**src/rtl/uart_if.sv**
```systemverilog
// ---------------------------------------------------------------------------
// uart_if: host-side and pin-side signals of uart_core bundled together.
//
// Optional feature macro: UART_LOOPBACK_EN (adds the loopback input).
//
// Modports
//   master : host / pin driver (testbench or parent) - drives the inputs
//   slave  : uart_core - drives tx_out, tx_done, tx_busy, rx_data,
//            rx_done, rx_busy, rx_error and the FSM debug outputs
//
// Signals
//   tx_en, tx_start, tx_data   transmit enable, request, word
//   tx_out, tx_done, tx_busy   serial out (idle high), end pulse, busy
//   rx_en, rx_in               receive enable, asynchronous serial in
//   rx_data, rx_done           last good word, update pulse
//   rx_busy, rx_error          frame in progress, sticky framing error
//   loopback                   (UART_LOOPBACK_EN) receiver listens to tx_out
//   tx_fsm, rx_fsm             current FSM state encodings, for debug
// ---------------------------------------------------------------------------
interface uart_if #(
    parameter int BITWIDTH = 8
);
    logic                tx_en;
    logic                tx_start;
    logic [BITWIDTH-1:0] tx_data;
    logic                tx_out;
    logic                tx_done;
    logic                tx_busy;
    logic                rx_en;
    logic                rx_in;
    logic [BITWIDTH-1:0] rx_data;
    logic                rx_done;
    logic                rx_busy;
    logic                rx_error;
`ifdef UART_LOOPBACK_EN
    logic                loopback;
`endif
    logic [1:0]          tx_fsm;
    logic [1:0]          rx_fsm;

`ifdef UART_LOOPBACK_EN
    modport master (
        output tx_en, tx_start, tx_data, rx_en, rx_in, loopback,
        input  tx_out, tx_done, tx_busy, rx_data, rx_done, rx_busy, rx_error,
               tx_fsm, rx_fsm
    );
    modport slave (
        input  tx_en, tx_start, tx_data, rx_en, rx_in, loopback,
        output tx_out, tx_done, tx_busy, rx_data, rx_done, rx_busy, rx_error,
               tx_fsm, rx_fsm
    );
`else
    modport master (
        output tx_en, tx_start, tx_data, rx_en, rx_in,
        input  tx_out, tx_done, tx_busy, rx_data, rx_done, rx_busy, rx_error,
               tx_fsm, rx_fsm
    );
    modport slave (
        input  tx_en, tx_start, tx_data, rx_en, rx_in,
        output tx_out, tx_done, tx_busy, rx_data, rx_done, rx_busy, rx_error,
               tx_fsm, rx_fsm
    );
`endif
endinterface

```
**src/rtl/uart_core.sv**
```systemverilog
// ---------------------------------------------------------------------------
// uart_core: single-clock UART with baud tick generator, transmitter and
// OVERSAMPLE-times oversampling receiver. Frame: start(0), BITWIDTH data
// bits LSB first, stop(1).
//
// Optional feature macro: UART_LOOPBACK_EN - when defined, bus.loopback=1
// feeds tx_out into the receiver synchronizer instead of rx_in.
//
// Ports
//   clk    system clock, rising edge
//   rst_n  synchronous active-low reset
//   bus    uart_if.slave (host handshake, serial pins, debug state)
//
// Host handshake: tx_start acts as "valid" and !tx_busy as "ready"; a word is
// taken on a clk where tx_en && tx_start && !tx_busy. tx_busy rises on the
// following edge and falls together with the one-clk tx_done pulse.
// rx_done is a one-clk pulse with no back-pressure; rx_data holds until the
// next good frame.
// ---------------------------------------------------------------------------
module uart_core #(
    parameter int CLOCK_HZ   = 100_000_000,
    parameter int BAUD       = 9600,
    parameter int BITWIDTH   = 8,
    parameter int OVERSAMPLE = 16
) (
    input logic   clk,
    input logic   rst_n,
    uart_if.slave bus
);
    localparam int DIV_RAW = CLOCK_HZ / (BAUD * OVERSAMPLE);
    localparam int DIV     = (DIV_RAW < 1) ? 1 : DIV_RAW;
    localparam int DW      = (DIV > 1) ? $clog2(DIV) : 1;
    localparam int OW      = $clog2(OVERSAMPLE);
    localparam int BW      = $clog2(BITWIDTH);

    // ---------------- baud tick generator ----------------
    logic [DW-1:0] div_cnt;
    logic [OW-1:0] os_cnt;
    logic          rx_tick;
    logic          tx_tick;

    assign rx_tick = (div_cnt == DW'(DIV - 1));
    assign tx_tick = rx_tick && (os_cnt == OW'(OVERSAMPLE - 1));

    always_ff @(posedge clk) begin
        if (!rst_n) begin
            div_cnt <= '0;
            os_cnt  <= '0;
        end else begin
            div_cnt <= rx_tick ? '0 : div_cnt + 1'b1;
            if (rx_tick) begin
                os_cnt <= (os_cnt == OW'(OVERSAMPLE - 1)) ? '0 : os_cnt + 1'b1;
            end
        end
    end

    // ---------------- transmitter ----------------
    typedef enum logic [1:0] {TX_IDLE, TX_START, TX_DATA, TX_STOP} tx_state_t;

    tx_state_t           tx_state,   tx_state_d;
    logic                tx_started, tx_started_d;  // start bit already on the wire
    logic [BW-1:0]       tx_bit,     tx_bit_d;
    logic [BITWIDTH-1:0] tx_shreg,   tx_shreg_d;
    logic                tx_out_r,   tx_out_d;
    logic                tx_done_r,  tx_done_d;
    logic                tx_busy_r,  tx_busy_d;

    always_ff @(posedge clk) begin
        if (!rst_n) begin
            tx_state   <= TX_IDLE;
            tx_started <= 1'b0;
            tx_bit     <= '0;
            tx_shreg   <= '0;
            tx_out_r   <= 1'b1;
            tx_done_r  <= 1'b0;
            tx_busy_r  <= 1'b0;
        end else begin
            tx_state   <= tx_state_d;
            tx_started <= tx_started_d;
            tx_bit     <= tx_bit_d;
            tx_shreg   <= tx_shreg_d;
            tx_out_r   <= tx_out_d;
            tx_done_r  <= tx_done_d;
            tx_busy_r  <= tx_busy_d;
        end
    end

    always_comb begin
        tx_state_d   = tx_state;
        tx_started_d = tx_started;
        tx_bit_d     = tx_bit;
        tx_shreg_d   = tx_shreg;
        tx_out_d     = tx_out_r;
        tx_done_d    = 1'b0;
        tx_busy_d    = tx_busy_r;
        if (!bus.tx_en) begin
            tx_state_d   = TX_IDLE;
            tx_started_d = 1'b0;
            tx_out_d     = 1'b1;
            tx_busy_d    = 1'b0;
        end else begin
            case (tx_state)
                TX_IDLE: begin
                    if (bus.tx_start) begin
                        tx_state_d   = TX_START;
                        tx_shreg_d   = bus.tx_data;
                        tx_started_d = 1'b0;
                        tx_busy_d    = 1'b1;
                    end
                end
                // First tick drives the start bit, second tick ends it.
                TX_START: begin
                    if (tx_tick) begin
                        if (!tx_started) begin
                            tx_started_d = 1'b1;
                            tx_out_d     = 1'b0;
                        end else begin
                            tx_state_d = TX_DATA;
                            tx_bit_d   = '0;
                            tx_out_d   = tx_shreg[0];
                            tx_shreg_d = tx_shreg >> 1;
                        end
                    end
                end
                TX_DATA: begin
                    if (tx_tick) begin
                        if (tx_bit == BW'(BITWIDTH - 1)) begin
                            tx_state_d = TX_STOP;
                            tx_out_d   = 1'b1;
                        end else begin
                            tx_bit_d   = tx_bit + 1'b1;
                            tx_out_d   = tx_shreg[0];
                            tx_shreg_d = tx_shreg >> 1;
                        end
                    end
                end
                TX_STOP: begin
                    if (tx_tick) begin
                        tx_state_d = TX_IDLE;
                        tx_done_d  = 1'b1;
                        tx_busy_d  = 1'b0;
                    end
                end
                default: tx_state_d = TX_IDLE;
            endcase
        end
    end

    // ---------------- receiver ----------------
    logic rx_src;
    logic rx_s1;
    logic rx_s2;

`ifdef UART_LOOPBACK_EN
    assign rx_src = bus.loopback ? tx_out_r : bus.rx_in;
`else
    assign rx_src = bus.rx_in;
`endif

    // Synchronizer resets to the idle (high) level so reset never looks like a start bit.
    always_ff @(posedge clk) begin
        if (!rst_n) begin
            rx_s1 <= 1'b1;
            rx_s2 <= 1'b1;
        end else begin
            rx_s1 <= rx_src;
            rx_s2 <= rx_s1;
        end
    end

    typedef enum logic [1:0] {RX_IDLE, RX_START, RX_DATA, RX_STOP} rx_state_t;

    rx_state_t           rx_state,   rx_state_d;
    logic [OW-1:0]       rx_cnt,     rx_cnt_d;
    logic [BW-1:0]       rx_bit,     rx_bit_d;
    logic [BITWIDTH-1:0] rx_shreg,   rx_shreg_d;
    logic [BITWIDTH-1:0] rx_data_r,  rx_data_d;
    logic                rx_done_r,  rx_done_d;
    logic                rx_busy_r,  rx_busy_d;
    logic                rx_error_r, rx_error_d;
    logic                rx_wait_hi, rx_wait_hi_d;  // line still low after a framing error

    always_ff @(posedge clk) begin
        if (!rst_n) begin
            rx_state   <= RX_IDLE;
            rx_cnt     <= '0;
            rx_bit     <= '0;
            rx_shreg   <= '0;
            rx_data_r  <= '0;
            rx_done_r  <= 1'b0;
            rx_busy_r  <= 1'b0;
            rx_error_r <= 1'b0;
            rx_wait_hi <= 1'b0;
        end else begin
            rx_state   <= rx_state_d;
            rx_cnt     <= rx_cnt_d;
            rx_bit     <= rx_bit_d;
            rx_shreg   <= rx_shreg_d;
            rx_data_r  <= rx_data_d;
            rx_done_r  <= rx_done_d;
            rx_busy_r  <= rx_busy_d;
            rx_error_r <= rx_error_d;
            rx_wait_hi <= rx_wait_hi_d;
        end
    end

    always_comb begin
        rx_state_d   = rx_state;
        rx_cnt_d     = rx_cnt;
        rx_bit_d     = rx_bit;
        rx_shreg_d   = rx_shreg;
        rx_data_d    = rx_data_r;
        rx_done_d    = 1'b0;
        rx_busy_d    = rx_busy_r;
        rx_error_d   = rx_error_r;
        rx_wait_hi_d = rx_wait_hi;
        if (!bus.rx_en) begin
            rx_state_d = RX_IDLE;
            rx_cnt_d   = '0;
            rx_busy_d  = 1'b0;
        end else begin
            case (rx_state)
                RX_IDLE: begin
                    if (rx_wait_hi) begin
                        if (rx_s2) rx_wait_hi_d = 1'b0;
                    end else if (!rx_s2) begin
                        rx_state_d = RX_START;
                        rx_cnt_d   = '0;
                        rx_busy_d  = 1'b1;
                    end
                end
                // Half a bit in: still low means a real start bit, else a glitch.
                RX_START: begin
                    if (rx_tick) begin
                        if (rx_cnt == OW'(OVERSAMPLE / 2 - 1)) begin
                            rx_cnt_d = '0;
                            if (!rx_s2) begin
                                rx_state_d = RX_DATA;
                                rx_bit_d   = '0;
                                rx_error_d = 1'b0;
                            end else begin
                                rx_state_d = RX_IDLE;
                                rx_busy_d  = 1'b0;
                            end
                        end else begin
                            rx_cnt_d = rx_cnt + 1'b1;
                        end
                    end
                end
                RX_DATA: begin
                    if (rx_tick) begin
                        if (rx_cnt == OW'(OVERSAMPLE - 1)) begin
                            rx_cnt_d   = '0;
                            rx_shreg_d = {rx_s2, rx_shreg[BITWIDTH-1:1]};
                            if (rx_bit == BW'(BITWIDTH - 1)) begin
                                rx_state_d = RX_STOP;
                            end else begin
                                rx_bit_d = rx_bit + 1'b1;
                            end
                        end else begin
                            rx_cnt_d = rx_cnt + 1'b1;
                        end
                    end
                end
                RX_STOP: begin
                    if (rx_tick) begin
                        if (rx_cnt == OW'(OVERSAMPLE - 1)) begin
                            rx_cnt_d   = '0;
                            rx_state_d = RX_IDLE;
                            rx_busy_d  = 1'b0;
                            if (rx_s2) begin
                                rx_data_d = rx_shreg;
                                rx_done_d = 1'b1;
                            end else begin
                                rx_error_d   = 1'b1;
                                rx_wait_hi_d = 1'b1;
                            end
                        end else begin
                            rx_cnt_d = rx_cnt + 1'b1;
                        end
                    end
                end
                default: rx_state_d = RX_IDLE;
            endcase
        end
    end

    // ---------------- outputs ----------------
    assign bus.tx_out   = tx_out_r;
    assign bus.tx_done  = tx_done_r;
    assign bus.tx_busy  = tx_busy_r;
    assign bus.rx_data  = rx_data_r;
    assign bus.rx_done  = rx_done_r;
    assign bus.rx_busy  = rx_busy_r;
    assign bus.rx_error = rx_error_r;
    assign bus.tx_fsm   = tx_state;
    assign bus.rx_fsm   = rx_state;
endmodule

```
**src/flat_wrapper.sv**
```systemverilog
// flat-port wrapper written by rule: the top's interface ports become plain ports
module uart_core_flat 
#(
    parameter int CLOCK_HZ   = 100_000_000,
    parameter int BAUD       = 9600,
    parameter int BITWIDTH   = 8,
    parameter int OVERSAMPLE = 16
)
  (clk, rst_n, bus_tx_en, bus_tx_start, bus_tx_data, bus_rx_en, bus_rx_in, bus_tx_out, bus_tx_done, bus_tx_busy, bus_rx_data, bus_rx_done, bus_rx_busy, bus_rx_error, bus_tx_fsm, bus_rx_fsm);
  uart_if #(.BITWIDTH(BITWIDTH)) bus_i ();
  input logic clk;
  input logic rst_n;
  input wire logic [$bits(bus_i.tx_en)-1:0] bus_tx_en;
  input wire logic [$bits(bus_i.tx_start)-1:0] bus_tx_start;
  input wire logic [$bits(bus_i.tx_data)-1:0] bus_tx_data;
  input wire logic [$bits(bus_i.rx_en)-1:0] bus_rx_en;
  input wire logic [$bits(bus_i.rx_in)-1:0] bus_rx_in;
  output wire logic [$bits(bus_i.tx_out)-1:0] bus_tx_out;
  output wire logic [$bits(bus_i.tx_done)-1:0] bus_tx_done;
  output wire logic [$bits(bus_i.tx_busy)-1:0] bus_tx_busy;
  output wire logic [$bits(bus_i.rx_data)-1:0] bus_rx_data;
  output wire logic [$bits(bus_i.rx_done)-1:0] bus_rx_done;
  output wire logic [$bits(bus_i.rx_busy)-1:0] bus_rx_busy;
  output wire logic [$bits(bus_i.rx_error)-1:0] bus_rx_error;
  output wire logic [$bits(bus_i.tx_fsm)-1:0] bus_tx_fsm;
  output wire logic [$bits(bus_i.rx_fsm)-1:0] bus_rx_fsm;
  assign bus_i.tx_en = bus_tx_en;
  assign bus_i.tx_start = bus_tx_start;
  assign bus_i.tx_data = bus_tx_data;
  assign bus_i.rx_en = bus_rx_en;
  assign bus_i.rx_in = bus_rx_in;
  assign bus_tx_out = bus_i.tx_out;
  assign bus_tx_done = bus_i.tx_done;
  assign bus_tx_busy = bus_i.tx_busy;
  assign bus_rx_data = bus_i.rx_data;
  assign bus_rx_done = bus_i.rx_done;
  assign bus_rx_busy = bus_i.rx_busy;
  assign bus_rx_error = bus_i.rx_error;
  assign bus_tx_fsm = bus_i.tx_fsm;
  assign bus_rx_fsm = bus_i.rx_fsm;
  uart_core #(.CLOCK_HZ(CLOCK_HZ), .BAUD(BAUD), .BITWIDTH(BITWIDTH), .OVERSAMPLE(OVERSAMPLE)) u_core (.clk(clk), .rst_n(rst_n), .bus(bus_i));
endmodule
```
**config.mk**
```make
export PLATFORM = sky130hd
export DESIGN_NAME = uart_core_flat
export DESIGN_NICKNAME = d
export VERILOG_FILES = /design/src/rtl/uart_if.sv /design/src/rtl/uart_core.sv /design/src/flat_wrapper.sv
export SDC_FILE = /design/constraint.sdc
export NUM_CORES = 1
export LEC_CHECK = 0
export ABC_AREA = 0
export CAP_MARGIN = 5
export CORE_MARGIN = 2
export CORE_UTILIZATION = 34
export CTS_CLUSTER_SIZE = 24
export DETAILED_ROUTE_END_ITERATION = 12
export PLACE_DENSITY = 0.58
export SLEW_MARGIN = 15
export SYNTH_ARGS = -nofsm -noshare
export SYNTH_HDL_FRONTEND = slang
export SYNTH_SLANG_ARGS = --single-unit
```
**constraint.sdc**
```tcl
create_clock -name clk -period 5.56 [get_ports clk]
set_input_delay 1.112 -clock clk [delete_from_list [all_inputs] [get_ports clk]]
set_output_delay 1.112 -clock clk [all_outputs]
set_load 0.02 [all_outputs]
```
==> impl_metrics.yaml <==
placed_design:
  gp_congestion: 0.8085
  io_buffers: 31
  dp_hpwl_um: 4276
  placedInstanceArea_sq_mm: 0.003422
  post-place-ws_ns: 2.456
drt:
  drc: 0
  drt_iter0_markers: 116
  drt-total-wl_um: 6232
  viasPerCell: 5.156
  wl_per_cell_um: 12.96
  firstDrtPassIters: 4
  vias: 2480
  final_antenna_net_count: 0
run:
  drv_cap: 0
timing:
  fin_worst_skew_ns: 0.007000
  rsz0062_at_grt: "false"
  setup_viol: 0
  tns_ns: 0
  fin_crit_ns: 2.750
  maxSlewHeadroom: 0.4645
  worst_slew_pin_slew_ns: 0.8007
  final_max_slew_viol_count: 0
  period_share: 0.4946
  hold_viol_final: 0
  fmax_mhz: 363.7
  setup_slack_ns: 2.810
  whs_ns: 0.4101
setup_path:
  crit_family: "buffers and inverters"
  slowest_stage: "clkdlybuf4s50_1"
  path_cells: "clkdlybuf4s50_1 -> buf_4 -> nand2_1 -> nor2_1"
  worst-path-max-fanout: 32
  max_stage_delay_ns: 0.99
  r2r_slack_ns: 3.24
  cp.buffers_inverters: 2
  critical_path.startpoint_type: "input pin"
  worst_setup_path_end_kind: "register"
  cp.required_ns: 5.82
  worstSetupPathType: "input pin to register"
  worstPathArrival_ns: 3.01
logic_synthesis:
  yosys_register_bits: 62
  synthArstFlopShare: 0
  synth_edf_count: 0
  yosysTopAreaCell: "dfxtp_1"
  synth_area_leaders: "dfxtp_1 (40%), ha_1 (5.3%), nand2_1 (5.0%)"
  syn-cell-area_sq_mm: 0.003074
  ys_seq_area_frac: 0.4037
  ys.flop_type: "dfxtp_1"
  synth_warnings: 0
  synthDominantCellAreaShare: 0.4037
  syn_inst: 348
  synth_cell_types: 51
  postSynthAreaPerCell_sq_um: 8.834
  syn-num-nets: 375
grt:
  grt_pass1_vias: 2435
  grtUsageTotal: 0.1355
  grt_pass1_wl_um: 11010
  overflow: 0
  grt_max_degree: 33
  grt_antenna_before_repair: 0
finish:
  drive_above_1_share: 0.09115
  stdcell_area_sq_mm: 0.003622
  area_growth_syn_to_layout_pct: 17.83
  nets: 395
  multi_input_area_sq_mm: 0.001705
  seq_area_sq_mm: 0.001241
  diodes: 0
  nFillCells: 883
clock_tree:
  clock_path_buffers: 2
  cts_buffers: 9
  cts_tree: "built"
  post_cts_resize_count: 0
  clk_latency_ns: 0.33
  clk_pin_slew_worst_paths_ns: 0.07
  cts.sinks: 62
  root_buffer: "clkbuf_8"
  hold_buffers: 0
  post_cts_buffers: 0
  cts-htree-levels: 3
die:
  start_util: 0.3508
  core_area_sq_mm: 0.008763
  rows: 34
  dieArea_sq_mm: 0.009819
  die_h_um: 99.09
  io_pins: 32
  fp.dieW_um: 99.09
power_and_ir_drop:
  leakagePower_nw: 1.361
  power_mw: 0.9379
  p_per_area_mw_per_mm2: 258.9
  worst_ir_drop_vdd_mv: 0.09512
hold_path:
  worstHoldPathType: "register to register"
run_status:
  status: "completed"
[logic make-up after synthesis]
group | synth area share
simple gates | 0.2434
flops | 0.4037
fa+ha+maj | 0.05291
buf+inv | 0.04151
compound gates | 0.1559
mux | 0.07123
xor+xnor | 0.03134
[registers in the layout, summed over array words and instances (netlist names), 2 cells and up, named ones only]
register,cells
u_core.div_cnt,10
u_core.bus.rx_data,8
u_core.rx_shreg,8
u_core.tx_shreg,8
u_core.os_cnt,4
u_core.rx_cnt,4
u_core.rx_bit,3
u_core.tx_bit,3
u_core.bus.tx_fsm,2
[where the power goes]
part / internal [mW] / leakage (nW) / switching, mW
logic: 0.0381 / 0.753 / 0.0367
registers: 0.453 / 0.502 / 0.00827
clock network: 0.230 / 0.106 / 0.172
total: 0.721 / 1.36 / 0.217
[final timing paths]
kind                                   startpoint            endpoint  depth (start not counted)
worst max-delay path                        rst_n   u_core.div_cnt[3]                          4
worst min-delay path                 u_core.rx_s1        u_core.rx_s2                          1
worst max register to register  u_core.div_cnt[1]  u_core.tx_shreg[7]                          5
worst min register to register       u_core.rx_s1        u_core.rx_s2                          1
[cell usage in the layout (no fill, tap or decap), types with 2 or more instances in the layout]
cell / count
and3_1: 11
nand3_1: 28
dfxtp_1: 62
nand2b_1: 4
inv_1: 6
nand3b_1: 2
xor2_1: 7
or3_1: 6
nor2_1: 14
xnor2_1: 4
clkdlybuf4s50_1: 31
or2_2: 3
mux2i_1: 14
or4_1: 3
o21ai_0: 26
a31oi_1: 3
nand2_1: 41
nor2b_1: 4
clkinv_2: 3
o22ai_1: 2
a2111o_1: 2
clkbuf_8: 11
nand4_1: 10
ha_1: 13
mux2_2: 7
a21boi_0: 20
nor3_1: 2
a21boi_1: 2
a21oi_1: 7
and2_1: 3
[Yosys cell counts (3+ instances only)]
cell type,number
a21boi_0,20
a21oi_1,7
a31oi_1,3
and2_1,3
and3_1,11
buf_2,6
clkbuf_1,14
dfxtp_1,62
ha_1,13
inv_1,6
mux2_2,7
mux2i_1,14
nand2_1,41
nand2b_1,4
nand3_1,28
nand4_1,10
nor2_1,14
nor2b_1,4
o21ai_0,26
or2_2,3
or3_1,6
or4_1,3
xnor2_1,4
xor2_1,7
[routing by layer]
metal	global-route usage	wire length (um)	part of all wire
met3	0.02530	185	0.030
met1	0.1776	3139	0.50
met2	0.2162	2815	0.45
met5	0	0	0
met4	0.06322	91	0.015
[stage by stage]
step           std cells  utilization
2_1_floorplan        348            -
3_3_place_gp         465       0.3905
5_1_grt              481       0.4133
3_5_place_dp         465       0.3905
6_report             481       0.4133
4_1_cts              481       0.4133
[layout make-up]
cell class / instances / share of cell area
Multi-Input combinational cell: 257 / 0.4708
Sequential cell: 62 / 0.3427
Timing Repair Buffer: 32 / 0.08774
Clock buffer: 12 / 0.04283
Tap cell: 108 / 0.03731
Clock inverter: 4 / 0.01244
Inverter: 6 / 0.006218
Power figures use the tool's default switching activity.
